--- config.mk ---
export PLATFORM = sky130hd
export DESIGN_NAME = mem_burst_reader
export DESIGN_NICKNAME = d
export VERILOG_FILES = /design/src/rtl/mem_pkg.sv /design/src/rtl/resp_fifo.sv /design/src/rtl/mem_burst_reader.sv
export SDC_FILE = /design/constraint.sdc
export NUM_CORES = 1
export LEC_CHECK = 0
export CAP_MARGIN = 20
export CORE_ASPECT_RATIO = 0.7
export CORE_MARGIN = 2
export CORE_UTILIZATION = 40
export DETAILED_ROUTE_END_ITERATION = 10
export MAX_ROUTING_LAYER = met4
export PLACE_DENSITY_LB_ADDON = 0.1
export SLEW_MARGIN = 20
export SYNTH_ARGS = -nofsm -noshare
export SYNTH_HDL_FRONTEND = slang
export SYNTH_SLANG_ARGS = --single-unit
--- constraint.sdc ---
create_clock -name clk -period 10.5 [get_ports clk]
set_input_delay 2.1 -clock clk [delete_from_list [all_inputs] [get_ports clk]]
set_output_delay 2.1 -clock clk [all_outputs]
set_load 0.02 [all_outputs]
--- src/rtl/mem_pkg.sv ---
// Shared constants and state encoding for the burst reader and the attached
// fixed-latency memory.
package mem_pkg;
  localparam int DEF_ADDR_W     = 8;
  localparam int DEF_DATA_W     = 32;
  localparam int DEF_READ_DELAY = 3;
  localparam int DEF_FIFO_DEPTH = 8;

  typedef enum logic [1:0] {
    IDLE  = 2'd0,
    ISSUE = 2'd1,
    WAIT  = 2'd2
  } state_t;
endpackage

--- src/rtl/resp_fifo.sv ---
// Synchronous response FIFO with occupancy count. Overflow is prevented
// upstream by credit, so push is not gated here.
module resp_fifo #(
  parameter int WIDTH = 33,
  parameter int DEPTH = 8
)(
  input  logic                       clk,
  input  logic                       rst,
  input  logic                       i_push,
  input  logic [WIDTH-1:0]           i_data,
  input  logic                       i_pop,
  output logic [WIDTH-1:0]           o_data,
  output logic                       o_empty,
  output logic [$clog2(DEPTH):0]     o_count
);
  localparam int PTR_W = $clog2(DEPTH);
  localparam int CNT_W = PTR_W + 1;

  logic [WIDTH-1:0] r_mem [DEPTH];
  logic [PTR_W-1:0] r_wr_ptr;
  logic [PTR_W-1:0] r_rd_ptr;
  logic [CNT_W-1:0] r_count;

  always_ff @(posedge clk) begin
    if (i_push) r_mem[r_wr_ptr] <= i_data;
  end

  always_ff @(posedge clk or posedge rst) begin
    if (rst) begin
      r_wr_ptr <= '0;
      r_rd_ptr <= '0;
      r_count  <= '0;
    end else begin
      if (i_push) r_wr_ptr <= r_wr_ptr + PTR_W'(1);
      if (i_pop)  r_rd_ptr <= r_rd_ptr + PTR_W'(1);
      case ({i_push, i_pop})
        2'b10:   r_count <= r_count + CNT_W'(1);
        2'b01:   r_count <= r_count - CNT_W'(1);
        default: r_count <= r_count;
      endcase
    end
  end

  assign o_data  = r_mem[r_rd_ptr];
  assign o_empty = (r_count == '0);
  assign o_count = r_count;
endmodule

--- src/rtl/mem_burst_reader.sv ---
// Burst-read initiator for a fixed-latency RAM: tags each issued read so only
// intended returns enter the credit-protected response FIFO.
module mem_burst_reader
  import mem_pkg::*;
#(
  parameter int ADDR_W     = DEF_ADDR_W,
  parameter int DATA_W     = DEF_DATA_W,
  parameter int READ_DELAY = DEF_READ_DELAY,
  parameter int FIFO_DEPTH = DEF_FIFO_DEPTH
)(
  input  logic              clk,
  input  logic              rst,
  input  logic              i_start,
  input  logic [ADDR_W-1:0] i_base_addr,
  input  logic [7:0]        i_len_m1,
  output logic              o_busy,
  output logic              o_done,
  input  logic              i_wr_req,
  input  logic [ADDR_W-1:0] i_wr_addr,
  input  logic [DATA_W-1:0] i_wr_data,
  output logic              o_wr_ack,
  output logic              o_mem_wr_en,
  output logic [ADDR_W-1:0] o_mem_read_addr,
  output logic [ADDR_W-1:0] o_mem_write_addr,
  output logic [DATA_W-1:0] o_mem_data,
  input  logic              i_mem_data_ready,
  input  logic [DATA_W-1:0] i_mem_data,
  output logic              o_rd_valid,
  output logic [DATA_W-1:0] o_rd_data,
  output logic              o_rd_last,
  input  logic              i_rd_ready
);
  localparam int CNT_W = $clog2(FIFO_DEPTH) + 1;

  state_t                r_state;
  logic [ADDR_W-1:0]     r_addr;
  logic [8:0]            r_remaining;
  logic [READ_DELAY-1:0] r_tag_iss;
  logic [READ_DELAY-1:0] r_tag_last;
  logic                  r_done;

  logic [CNT_W-1:0]      w_fifo_count;
  logic                  w_fifo_empty;
  logic [DATA_W:0]       w_fifo_rd;
  logic                  w_issue;
  logic                  w_issue_last;
  logic                  w_push;
  logic                  w_pop;
  int                    w_inflight;

  always_comb begin
    w_inflight = 0;
    for (int i = 0; i < READ_DELAY; i++) w_inflight += int'(r_tag_iss[i]);
  end

  // Credit covers every read whose data may still land in the FIFO.
  assign w_issue      = (r_state == ISSUE) && ((int'(w_fifo_count) + w_inflight) < FIFO_DEPTH);
  assign w_issue_last = w_issue && (r_remaining == 9'd1);
  assign w_push       = r_tag_iss[READ_DELAY-1] && i_mem_data_ready;
  assign w_pop        = o_rd_valid && i_rd_ready;

  assign o_busy           = (r_state != IDLE);
  assign o_done           = r_done;
  assign o_wr_ack         = i_wr_req && (r_state == IDLE);
  assign o_mem_wr_en      = o_wr_ack;
  assign o_mem_write_addr = i_wr_addr;
  assign o_mem_data       = i_wr_data;
  assign o_mem_read_addr  = r_addr;
  assign o_rd_valid       = !w_fifo_empty;
  assign o_rd_data        = w_fifo_rd[DATA_W:1];
  assign o_rd_last        = o_rd_valid && w_fifo_rd[0];

  always_ff @(posedge clk or posedge rst) begin
    if (rst) begin
      r_state     <= IDLE;
      r_addr      <= '0;
      r_remaining <= '0;
      r_done      <= 1'b0;
    end else begin
      r_done <= 1'b0;
      case (r_state)
        IDLE: if (i_start && !i_wr_req) begin
          r_state     <= ISSUE;
          r_addr      <= i_base_addr;
          r_remaining <= {1'b0, i_len_m1} + 9'd1;
        end
        ISSUE: if (w_issue) begin
          r_addr      <= r_addr + ADDR_W'(1);
          r_remaining <= r_remaining - 9'd1;
          if (r_remaining == 9'd1) r_state <= WAIT;
        end
        WAIT: if (w_pop && w_fifo_rd[0]) begin
          r_state <= IDLE;
          r_done  <= 1'b1;
        end
        default: r_state <= IDLE;
      endcase
    end
  end

  always_ff @(posedge clk or posedge rst) begin
    if (rst) begin
      r_tag_iss  <= '0;
      r_tag_last <= '0;
    end else begin
      for (int i = READ_DELAY-1; i > 0; i--) begin
        r_tag_iss[i]  <= r_tag_iss[i-1];
        r_tag_last[i] <= r_tag_last[i-1];
      end
      r_tag_iss[0]  <= w_issue;
      r_tag_last[0] <= w_issue_last;
    end
  end

`ifndef SYNTHESIS
  // Writes are held off while busy, so a tagged slot must always carry data.
  a_tagged_return_ready: assert property (@(posedge clk) disable iff (rst)
    r_tag_iss[READ_DELAY-1] |-> i_mem_data_ready);
`endif

  resp_fifo #(
    .WIDTH (DATA_W + 1),
    .DEPTH (FIFO_DEPTH)
  ) u_resp_fifo (
    .clk     (clk),
    .rst     (rst),
    .i_push  (w_push),
    .i_data  ({i_mem_data, r_tag_last[READ_DELAY-1]}),
    .i_pop   (w_pop),
    .o_data  (w_fifo_rd),
    .o_empty (w_fifo_empty),
    .o_count (w_fifo_count)
  );
endmodule

==> impl_metrics.env, run 1 <==
export IMPL_ys_ff_latch=300
export IMPL_r2r_start="r_tag_iss[0]$_DFF_PP0_"
export IMPL_netlist_area_um2=12300
export IMPL_clk_insertion_delay_late_ns=0.55
export IMPL_synth_most_common_cell="edfxtp_1"
export IMPL_finalHoldViolations=0
export IMPL_p_total_mw=4.03
export IMPL_dr_total_vias=6183
export IMPL_drive_above_1_share_pct=23.6
export IMPL_cts_buffers=30
export IMPL_final_period_utilization_pct=54.1
export IMPL_leakage_nw=4.79
export IMPL_initial_utilization_pct=40.9
export IMPL_io_pins=180
export IMPL_cts_root_buf="clkbuf_16"
export IMPL_crit_start="u_resp_fifo.r_rd_ptr[0]$_DFFE_PP0P_"
export IMPL_fp_dieW_um=214
export IMPL_endpoint="o_rd_data[29]"
export IMPL_cts_tree="yes"
export IMPL_synth_nets=754
export IMPL_n_fill_cell=2457
export IMPL_dp_hpwl_mm=14.4
export IMPL_wl_met3_mm=1.71
export IMPL_power_density_nw_per_um2=277
export IMPL_wirelength_met1_mm=10.9
export IMPL_clock_skew_ns=0.0115
export IMPL_wl_per_cell_um=22.2
export IMPL_maxSlewViolCount=0
export IMPL_drc=0
export IMPL_rr_worst_depth=6
export IMPL_syn_to_final_growth_pct=17.9
export IMPL_antenna_found_initial=0
export IMPL_dieArea_um2=32300
export IMPL_finalCriticalPeriod_ns=5.68
export IMPL_worstSetupPathDepth=4
export IMPL_ys_async_sr_fraction_pct=12.0
export IMPL_clockBufferDepth=3
export IMPL_cp_start_kind="register"
export IMPL_tightest_slew_ns=1.03
export IMPL_antenna_left=0
export IMPL_ys_warn_count=0
export IMPL_nets=828
export IMPL_first_pass_iters=5
export IMPL_post_synth_cell_area_avg_um2=19.1
export IMPL_synth_edf_count=264
export IMPL_slew_headroom_pct=31.2
export IMPL_route_met2_wl_mm=12.7
export IMPL_synth_largest_area_cell="edfxtp_1"
export IMPL_synthCells=648
export IMPL_final_setup_tns_ns=0
export IMPL_slowest_delay_ns=0.88
export IMPL_synth_commonest_cells="edfxtp_1 (264), mux4_2 (66), buf_4 (42)"
export IMPL_cts_resized=0
export IMPL_hold_path_class="reg -> reg"
export IMPL_core_area_um2=30200
export IMPL_synth_distinct_cells=59
export IMPL_path_cells="buf_4 -> mux4_2 -> mux2_2 -> clkdlybuf4s50_1"
export IMPL_clock_fmax_ghz=0.176
export IMPL_grt_pass1_vias=6471
export IMPL_globalplace_congestion=0.745
export IMPL_synth_seq_area_share_pct=71.5
export IMPL_crit_family="buffers and inverters"
export IMPL_synthFlopType="edfxtp_1"
export IMPL_status="finished, final reports clean"
export IMPL_diodes=0
export IMPL_rrSetupSlack_ns=7.49
export IMPL_synthDominantCellAreaShare_pct=64.2
export IMPL_finish_utilization_pct=48.3
export IMPL_wl_mm=25.7
export IMPL_worst_path_buf_inv=2
export IMPL_setup_viol=0
export IMPL_critPathRequiredTime_ns=8.40
export IMPL_critical_path_arrival_ns=3.58
export IMPL_postCtsSetupBuffers=0
export IMPL_rsz0062_at_grt="false"
export IMPL_grt_first_pass_wirelength_mm=39.1
export IMPL_first_iter_violations=423
export IMPL_irDropWorstVdd_mv=0.147
export IMPL_die_h_um=151
export IMPL_grtUsageTotal_pct=16.4
export IMPL_regArea_um2=8840
export IMPL_cts_sinks=300
export IMPL_highest_layer="met4"
export IMPL_multi_input_area_um2=3070
export IMPL_reg2reg_to="r_remaining[4]$_DFFE_PP0P_"
export IMPL_crit_path_top_delay_cell="dfrtp_4"
export IMPL_clkTransAtPathRegs_ns=0.06
export IMPL_grt_overflow_total=0
export IMPL_grt_start_max_net_pins=69
export IMPL_path_max_fanout=34
export IMPL_worst_setup_path_end_kind="output port"
export IMPL_maxCapViolations=0
export IMPL_yosys_top_cells_area="edfxtp_1 (64%), mux4_2 (12%), dfrtp_1 (7.3%)"
export IMPL_io_buffer_count=99
export IMPL_critPathKind="reg -> out"
export IMPL_num_rows=53
export IMPL_vias_per_cell=5.34
export IMPL_htreeDepth=1
export IMPL_postCtsHoldBufs=0
==> how the worst min path moves through the flow <==
stage | from | end | slack [ns] | cells past startpoint
6_report | r_tag_last[0]$_DFF_PP0_ | r_tag_last[1]$_DFF_PP0_ | 0.35 | 0
5_1_grt | r_tag_last[0]$_DFF_PP0_ | r_tag_last[1]$_DFF_PP0_ | 0.36 | 0
4_1_cts | r_tag_last[0]$_DFF_PP0_ | r_tag_last[1]$_DFF_PP0_ | 0.35 | 0
3_5_place_dp | r_tag_last[0]$_DFF_PP0_ | r_tag_last[1]$_DFF_PP0_ | 0.34 | 0
3_3_place_gp | r_tag_last[1]$_DFF_PP0_ | r_tag_last[2]$_DFF_PP0_ | 0.34 | 0
2_1_floorplan | r_tag_last[0]$_DFF_PP0_ | r_tag_last[1]$_DFF_PP0_ | 0.33 | 0
==> sequential cells by signal, summed over array words and instances, names as in the netlist, 2 cells and up <==
| register | cells |
|---|---|
| u_resp_fifo.r_mem | 264 |
| r_remaining | 9 |
| o_mem_read_addr | 8 |
| u_resp_fifo.o_count | 4 |
| r_tag_iss | 3 |
| r_tag_last | 3 |
| u_resp_fifo.r_rd_ptr | 3 |
| u_resp_fifo.r_wr_ptr | 3 |
| r_state | 2 |
==> metal layers <==
layer	vias up	GRT usage (%)
li1	2727	-
met1	3203	20.8
met2	204	27.1
met3	49	4.22
met4	0	3.18
met5	-	-
==> per-stage QoR <==
step / instances / hold slack [ns] / cell area, um2 / setup WS, ns
after floorplan: 648 / 0.331 / 12300 / 4.22
after global placement: 1102 / 0.339 / 13600 / 4.99
after detailed placement: 1102 / 0.341 / 13600 / 4.94
after CTS: 1158 / 0.354 / 14600 / 4.69
after global routing: 1158 / 0.355 / 14600 / 4.55
final: 1158 / 0.352 / 14600 / 4.82
==> layout by cell type (no fill, tap or decap), types with 3 or more instances in the layout <==
cell type | Yosys | routed
nor4_1 | 5 | 4
clkdlybuf4s50_1 | 0 | 99
xnor2_1 | 6 | 6
buf_4 | 42 | 12
clkinvlp_4 | 0 | 3
clkinv_1 | 0 | 9
edfxtp_1 | 264 | 264
nor3_1 | 8 | 6
a21oi_1 | 5 | 5
mux2i_1 | 4 | 4
o21ai_0 | 17 | 17
a31o_2 | 3 | 3
ha_1 | 10 | 10
a2bb2oi_1 | 3 | 3
o22ai_1 | 7 | 7
nand2_1 | 20 | 20
inv_1 | 18 | 18
clkinv_2 | 0 | 3
nand3_1 | 10 | 10
nor3b_2 | 0 | 3
clkbuf_16 | 0 | 31
nor2_1 | 10 | 9
dfrtp_1 | 36 | 33
o221a_2 | 3 | 3
xor2_1 | 4 | 4
mux4_2 | 66 | 66
mux2_2 | 33 | 33
bufinv_16 | 0 | 4
clkbuf_1 | 13 | 6
==> cells by family after synthesis <==
group           after synthesis  synth area share, %
flops                       300                 71.5
simple gates                 77                 3.38
xor+xnor                     10                0.709
fa+ha+maj                    12                 1.34
buf+inv                      87                 4.03
mux                         103                 15.4
compound gates               59                 3.67
==> power breakdown <==
group | switching (mW) | internal (mW) | total [mW]
clock | 0.433 | 0.634 | 1.07
combinational | 0.611 | 0.686 | 1.30
sequential | 0.211 | 1.46 | 1.67
total | 1.25 | 2.78 | 4.03
==> area by class of cell <==
class | count | area share, %
sequential | 300 | 60.7
multi-input combinational | 261 | 21.1
timing repair buffer | 111 | 7.42
clock buffer | 37 | 5.48
tap | 412 | 3.54
clock inverter | 19 | 1.31
inverter | 18 | 0.464
Power figures use the tool's default switching activity.
==> run 2: changes to the inputs <==
==> constraint.sdc (replaced) <==
create_clock -name clk -period 5.8 [get_ports clk]
set_input_delay 1.16 -clock clk [delete_from_list [all_inputs] [get_ports clk]]
set_output_delay 1.16 -clock clk [all_outputs]
set_load 0.02 [all_outputs]
==> run 2 against run 1 <==
Flip-flop and latch count stayed put. Final area fell by 0.44%. Critical endpoint is now o_rd_data[25]. Largest power group unchanged. Utilization is 0.21 points lower. Via count about the same. Non-clock buffer count up 3.
==> impl_metrics.env, run 2 (synthesis results as in run 1) <==
export IMPL_final_period_utilization_pct=77.7
export IMPL_clk_insertion_delay_late_ns=0.55
export IMPL_p_int_mw=4.93
export IMPL_seq_power_share_pct=42.1
export IMPL_first_pass_iters=4
export IMPL_fp_dieW_um=214
export IMPL_hold_path_depth=0
export IMPL_irDropWorstVdd_mv=0.234
export IMPL_cts_sinks=300
export IMPL_grt_busiest_layer="met2"
export IMPL_critPathRequiredTime_ns=4.64
export IMPL_finalNonFillerCells=1156
export IMPL_cp_start_kind="register"
export IMPL_cts_buffers=29
export IMPL_initial_utilization_pct=40.9
export IMPL_nets=830
export IMPL_antenna_found_initial=2
export IMPL_worst_path_buf_inv=2
export IMPL_worst_setup_path_end_kind="output port"
export IMPL_leakage_nw=4.78
export IMPL_maxSlewViolCount=0
export IMPL_dp_cells=1105
export IMPL_finalCriticalPeriod_ns=4.51
export IMPL_p_total_mw=7.21
export IMPL_die_h_um=151
export IMPL_io_pins=180
export IMPL_drc=0
export IMPL_maxCapViolations=0
export IMPL_place_area_um2=13600
export IMPL_globalplace_congestion=0.745
export IMPL_grtUsageTotal_pct=16.9
export IMPL_setup_slack_ns=1.29
export IMPL_rrSetupSlack_ns=2.75
export IMPL_pre_cts_slack_ns=1.76
export IMPL_slowest_delay_ns=0.97
export IMPL_htreeDepth=1
export IMPL_core_area_um2=30200
export IMPL_status="finished, final reports clean"
export IMPL_dp_hpwl_mm=15.1
export IMPL_dieArea_um2=32300
export IMPL_crit_family="buffers and inverters"
export IMPL_path_cells="buf_4 -> mux4_2 -> mux2_2 -> clkdlybuf4s50_1"
export IMPL_globalRouteMet3Util_pct=4.68
export IMPL_dr_total_vias=6181
export IMPL_wl_mm=26.1
export IMPL_grt_first_pass_wirelength_mm=40.1
export IMPL_drive_above_1_share_pct=24.0
export IMPL_path_max_fanout=40
export IMPL_power_density_nw_per_um2=497
export IMPL_cts_resized=0
export IMPL_r2r_start="u_resp_fifo.o_count[0]$_DFFE_PP0P_"
export IMPL_final_area_um2=14500
export IMPL_cts_root_buf="clkbuf_16"
export IMPL_antenna_left=0
export IMPL_power_share_clock_pct=25.2
export IMPL_finalHoldViolations=0
export IMPL_whs_ns=0.349
export IMPL_n_fill_cell=2490
export IMPL_critical_path_arrival_ns=3.35
export IMPL_critPathKind="reg -> out"
export IMPL_clock_fmax_ghz=0.222
export IMPL_grt_use_met1_pct=22.6
export IMPL_io_buffer_count=99
export IMPL_finish_utilization_pct=48.1
export IMPL_grt_overflow_total=0
export IMPL_clock_skew_ns=0.0127
export IMPL_wl_per_cell_um=22.6
export IMPL_grt_start_max_net_pins=69
export IMPL_clkTransAtPathRegs_ns=0.06
export IMPL_multi_input_area_um2=3070
export IMPL_combinationalPowerShare_pct=32.7
export IMPL_syn_to_final_growth_pct=17.4
export IMPL_tightest_slew_ns=1.05
export IMPL_first_iter_violations=442
export IMPL_num_rows=53
export IMPL_postCtsSetupBuffers=0
export IMPL_hold_start="r_tag_last[0]$_DFF_PP0_"
export IMPL_final_setup_tns_ns=0
export IMPL_mostFrequentLayoutCell="edfxtp_1"
export IMPL_largest_register="u_resp_fifo.r_mem"
export IMPL_p_sw_share_pct=31.6
export IMPL_grtUsageMet2_pct=26.2
export IMPL_reg2reg_to="r_remaining[4]$_DFFE_PP0P_"
export IMPL_grt_pass1_vias=6588
export IMPL_hold_path_class="reg -> reg"
export IMPL_regArea_um2=8840
export IMPL_hold_path_endpoint="r_tag_last[1]$_DFF_PP0_"
export IMPL_final_cell_mix="edfxtp_1 (264), clkdlybuf4s50_1 (99), mux4_2 (66)"
export IMPL_crit_path_top_delay_cell="dfrtp_4"
export IMPL_cts_tree="yes"
export IMPL_postCtsHoldBufs=0
export IMPL_rsz0062_at_grt="false"
export IMPL_rr_worst_depth=6
export IMPL_setup_viol=0
export IMPL_largest_reg_flops=264
export IMPL_vias_per_cell=5.35
export IMPL_clockBufferDepth=3
export IMPL_slew_headroom_pct=29.8
export IMPL_switching_power_mw=2.27
==> run 2: cell count changes in the layout (fill, tap and decap cells not counted) <==
cell        delta
clkinv_1       -6
buf_4          +3
clkbuf_8       +3
clkinvlp_4     -3
bufinv_16      -2
clkbuf_16      -2
diode_2        +2
clkinv_2       +1
clkinv_4       +1
inv_6          +1
==> run 2: layout make-up <==
cell class	instances	share of cell area [%]
timing repair buffer	114	7.61
clock buffer	38	5.44
tap	412	3.56
clock inverter	11	0.751
sequential	300	60.9
antenna	2	0.0345
inverter	18	0.466
multi-input combinational	261	21.2
==> run 2: metal layers <==
layer  vias up  part of all wire (%)
li1       2729                     -
met2       174                    47
met3        44                   6.4
met4         0                   1.5
met5         -                     0
met1      3234                    45
==> run 2: worst reg2reg max path, delay by kind of cell (launching register included) <==
kind,cells,cell delay (ns)
AO/OA/AOI/OAI,3,1.41
adder cells (fa/ha/maj),2,0.67
flip-flops,1,0.44
AND/OR/NAND/NOR,1,0.41
==> run 2: power groups by stage <==
stage / Sequential (mW) / Clock (mW) / Combinational, mW
finish: 3.04 / 1.81 / 2.36
global route: 3.10 / 1.95 / 2.53
CTS: 3.05 / 1.85 / 2.40
detailed placement: 3.09 / 0 / 2.38
global placement: 3.08 / 0 / 2.35
floorplan: 2.84 / 0 / 1.74
==> run 2: how the worst max path moves through the flow <==
stage | cells after the start | from | end
2_1_floorplan | 2 | i_mem_data_ready | u_resp_fifo.r_mem[4][0]$_DFFE_PP_
3_3_place_gp | 4 | u_resp_fifo.r_rd_ptr[0]$_DFFE_PP0P_ | o_rd_data[24]
3_5_place_dp | 4 | u_resp_fifo.r_rd_ptr[0]$_DFFE_PP0P_ | o_rd_data[24]
4_1_cts | 4 | u_resp_fifo.r_rd_ptr[0]$_DFFE_PP0P_ | o_rd_data[24]
5_1_grt | 4 | u_resp_fifo.r_rd_ptr[0]$_DFFE_PP0P_ | o_rd_data[25]
6_report | 4 | u_resp_fifo.r_rd_ptr[0]$_DFFE_PP0P_ | o_rd_data[25]
==> run 3: changes to the inputs <==
==> constraint.sdc (replaced) <==
create_clock -name clk -period 3.6 [get_ports clk]
set_input_delay 0.72 -clock clk [delete_from_list [all_inputs] [get_ports clk]]
set_output_delay 0.72 -clock clk [all_outputs]
set_load 0.02 [all_outputs]
==> run 3 against run 2 <==
Sequential power grew 52%. Count of clock-buffer cells in the layout grew 3. Sequential share of layout area shrank 1.1 points. Largest power group unchanged. Global-route usage shrank 0.054 points. Critical endpoint is now o_rd_data[8]. Final area grew 1.8%. Power grew 64%. Wire length grew 0.91%. Die area is the same. Highest routed layer unchanged. Combinational power grew 82%. Via count shrank 0.40%. Critical path depth is the same.
==> impl_metrics.env, run 3 (synthesis results as in run 1) <==
export IMPL_first_pass_iters=4
export IMPL_path_cells="buf_16 -> mux4_2 -> mux2_2 -> clkdlybuf4s50_1"
export IMPL_cp_start_kind="register"
export IMPL_finalNonFillerCells=1169
export IMPL_n_fill_cell=2457
export IMPL_clkTransAtPathRegs_ns=0.06
export IMPL_path_max_fanout=23
export IMPL_wl_per_cell_um=22.6
export IMPL_io_buffer_count=99
export IMPL_postCtsHoldBufs=0
export IMPL_antenna_left=0
export IMPL_grtUsageTotal_pct=16.8
export IMPL_io_pins=180
export IMPL_hold_start="r_tag_last[0]$_DFF_PP0_"
export IMPL_final_area_um2=14800
export IMPL_antenna_found_initial=1
export IMPL_power_density_nw_per_um2=803
export IMPL_maxCapViolations=0
export IMPL_cts_root_buf="clkbuf_16"
export IMPL_clk_insertion_delay_late_ns=0.55
export IMPL_vias_per_cell=5.27
export IMPL_num_rows=53
export IMPL_mostFrequentLayoutCell="edfxtp_1"
export IMPL_crit_start="u_resp_fifo.r_rd_ptr[0]$_DFFE_PP0P_"
export IMPL_finalHoldViolations=0
export IMPL_irDropWorstVdd_mv=0.454
export IMPL_critical_path_arrival_ns=2.76
export IMPL_finalCriticalPeriod_ns=3.48
export IMPL_hold_path_depth=0
export IMPL_critPathKind="reg -> out"
export IMPL_slew_headroom_pct=40.2
export IMPL_slowest_delay_ns=0.57
export IMPL_crit_path_top_delay_cell="dfrtp_4"
export IMPL_crit_family="multiplexers"
export IMPL_clock_skew_ns=0.0163
export IMPL_clock_fmax_ghz=0.287
export IMPL_grt_start_max_net_pins=34
export IMPL_htreeDepth=1
export IMPL_final_cell_mix="edfxtp_1 (264), clkdlybuf4s50_1 (98), mux4_2 (66)"
export IMPL_grt_overflow_total=0
export IMPL_worst_setup_path_end_kind="output port"
export IMPL_critPathRequiredTime_ns=2.88
export IMPL_leakage_nw=4.91
export IMPL_maxSlewViolCount=0
export IMPL_clockBufferDepth=3
export IMPL_dieArea_um2=32300
export IMPL_largest_reg_flops=264
export IMPL_final_period_utilization_pct=96.8
export IMPL_cts_tree="yes"
export IMPL_globalplace_congestion=0.775
export IMPL_drive_above_1_share_pct=25.3
export IMPL_nets=842
export IMPL_hold_path_class="reg -> reg"
export IMPL_reg2reg_to="r_remaining[5]$_DFFE_PP0P_"
export IMPL_rsz0062_at_grt="false"
export IMPL_grt_first_pass_wirelength_mm=39.7
export IMPL_grt_pass1_vias=6482
export IMPL_cts_buffers=29
export IMPL_dp_cells=1113
export IMPL_hold_path_endpoint="r_tag_last[1]$_DFF_PP0_"
export IMPL_rrSetupSlack_ns=0.73
export IMPL_largest_register="u_resp_fifo.r_mem"
export IMPL_core_area_um2=30200
export IMPL_wl_mm=26.4
export IMPL_first_iter_violations=477
export IMPL_rr_worst_depth=7
export IMPL_place_area_um2=13800
export IMPL_die_h_um=151
export IMPL_syn_to_final_growth_pct=19.5
export IMPL_dp_hpwl_mm=15.3
export IMPL_status="finished, final reports clean"
export IMPL_r2r_start="u_resp_fifo.o_count[0]$_DFFE_PP0P_"
export IMPL_fp_dieW_um=214
export IMPL_cts_sinks=300
export IMPL_worst_path_buf_inv=2
export IMPL_setup_viol=0
export IMPL_drc=0
export IMPL_initial_utilization_pct=40.9
export IMPL_dr_total_vias=6156
export IMPL_tightest_slew_ns=0.896
-- run 3: worst max path at each step --
| stage | cells after the start | slack [ns] | end |
|---|---|---|---|
| CTS | 4 | 0.03 | o_rd_data[12] |
| detailed placement | 4 | 0.56 | o_rd_data[0] |
| floorplan | 2 | -0.04 | u_resp_fifo.r_mem[2][0]$_DFFE_PP_ |
| global placement | 4 | 0.56 | o_rd_data[0] |
| global route | 4 | 0.004 | o_rd_data[8] |
| finish | 4 | 0.12 | o_rd_data[8] |
-- run 3: cell type report --
class	count	area, um2	area share [%]
clock buffer	41	852	5.77
timing repair buffer	126	1300	8.80
tap	412	515	3.49
multi-input combinational	261	3110	21.1
antenna	1	2.50	0.0170
sequential	300	8840	59.9
inverter	18	67.6	0.458
clock inverter	10	72.6	0.492
-- run 3: per-stage QoR --
stage               setup slack, ns  setup TNS, ns  hold WS [ns]  util [%]  power (mW)
finish                        0.117              0         0.352      48.9        11.8
global route                0.00449              0         0.362      48.9        12.5
CTS                          0.0291              0         0.360      48.8        12.0
detailed placement            0.556              0         0.345      45.7        8.99
global placement              0.557              0         0.340      45.7        8.92
floorplan                   -0.0354          -1.17         0.331         -        7.40
-- run 3: repair_timing --
item | 4_1_cts | 5_1_grt
endpoints found under the hold margin | 0 | 0
gates resized for setup | 0 | 2
endpoints found under the setup margin | 18 | 5
cloned | 0 | 0
setup buffers | 3 | 1
-- run 3: where the power goes --
part | total, mW | leakage (nW) | internal, mW | switching (mW)
sequential | 4.62 | 2.82 | 4.26 | 0.366
clock | 2.93 | 0.460 | 1.71 | 1.23
combinational | 4.29 | 1.64 | 2.17 | 2.12
total | 11.8 | 4.91 | 8.13 | 3.72
-- run 3: layer usage --
layer | up-vias | routed length (um) | GRT usage (%)
met5 | - | 0 | -
met4 | 0 | 410 | 3.08
met3 | 43 | 1510 | 4.12
met2 | 158 | 12300 | 25.6
met1 | 3196 | 12100 | 23.3
li1 | 2759 | - | -
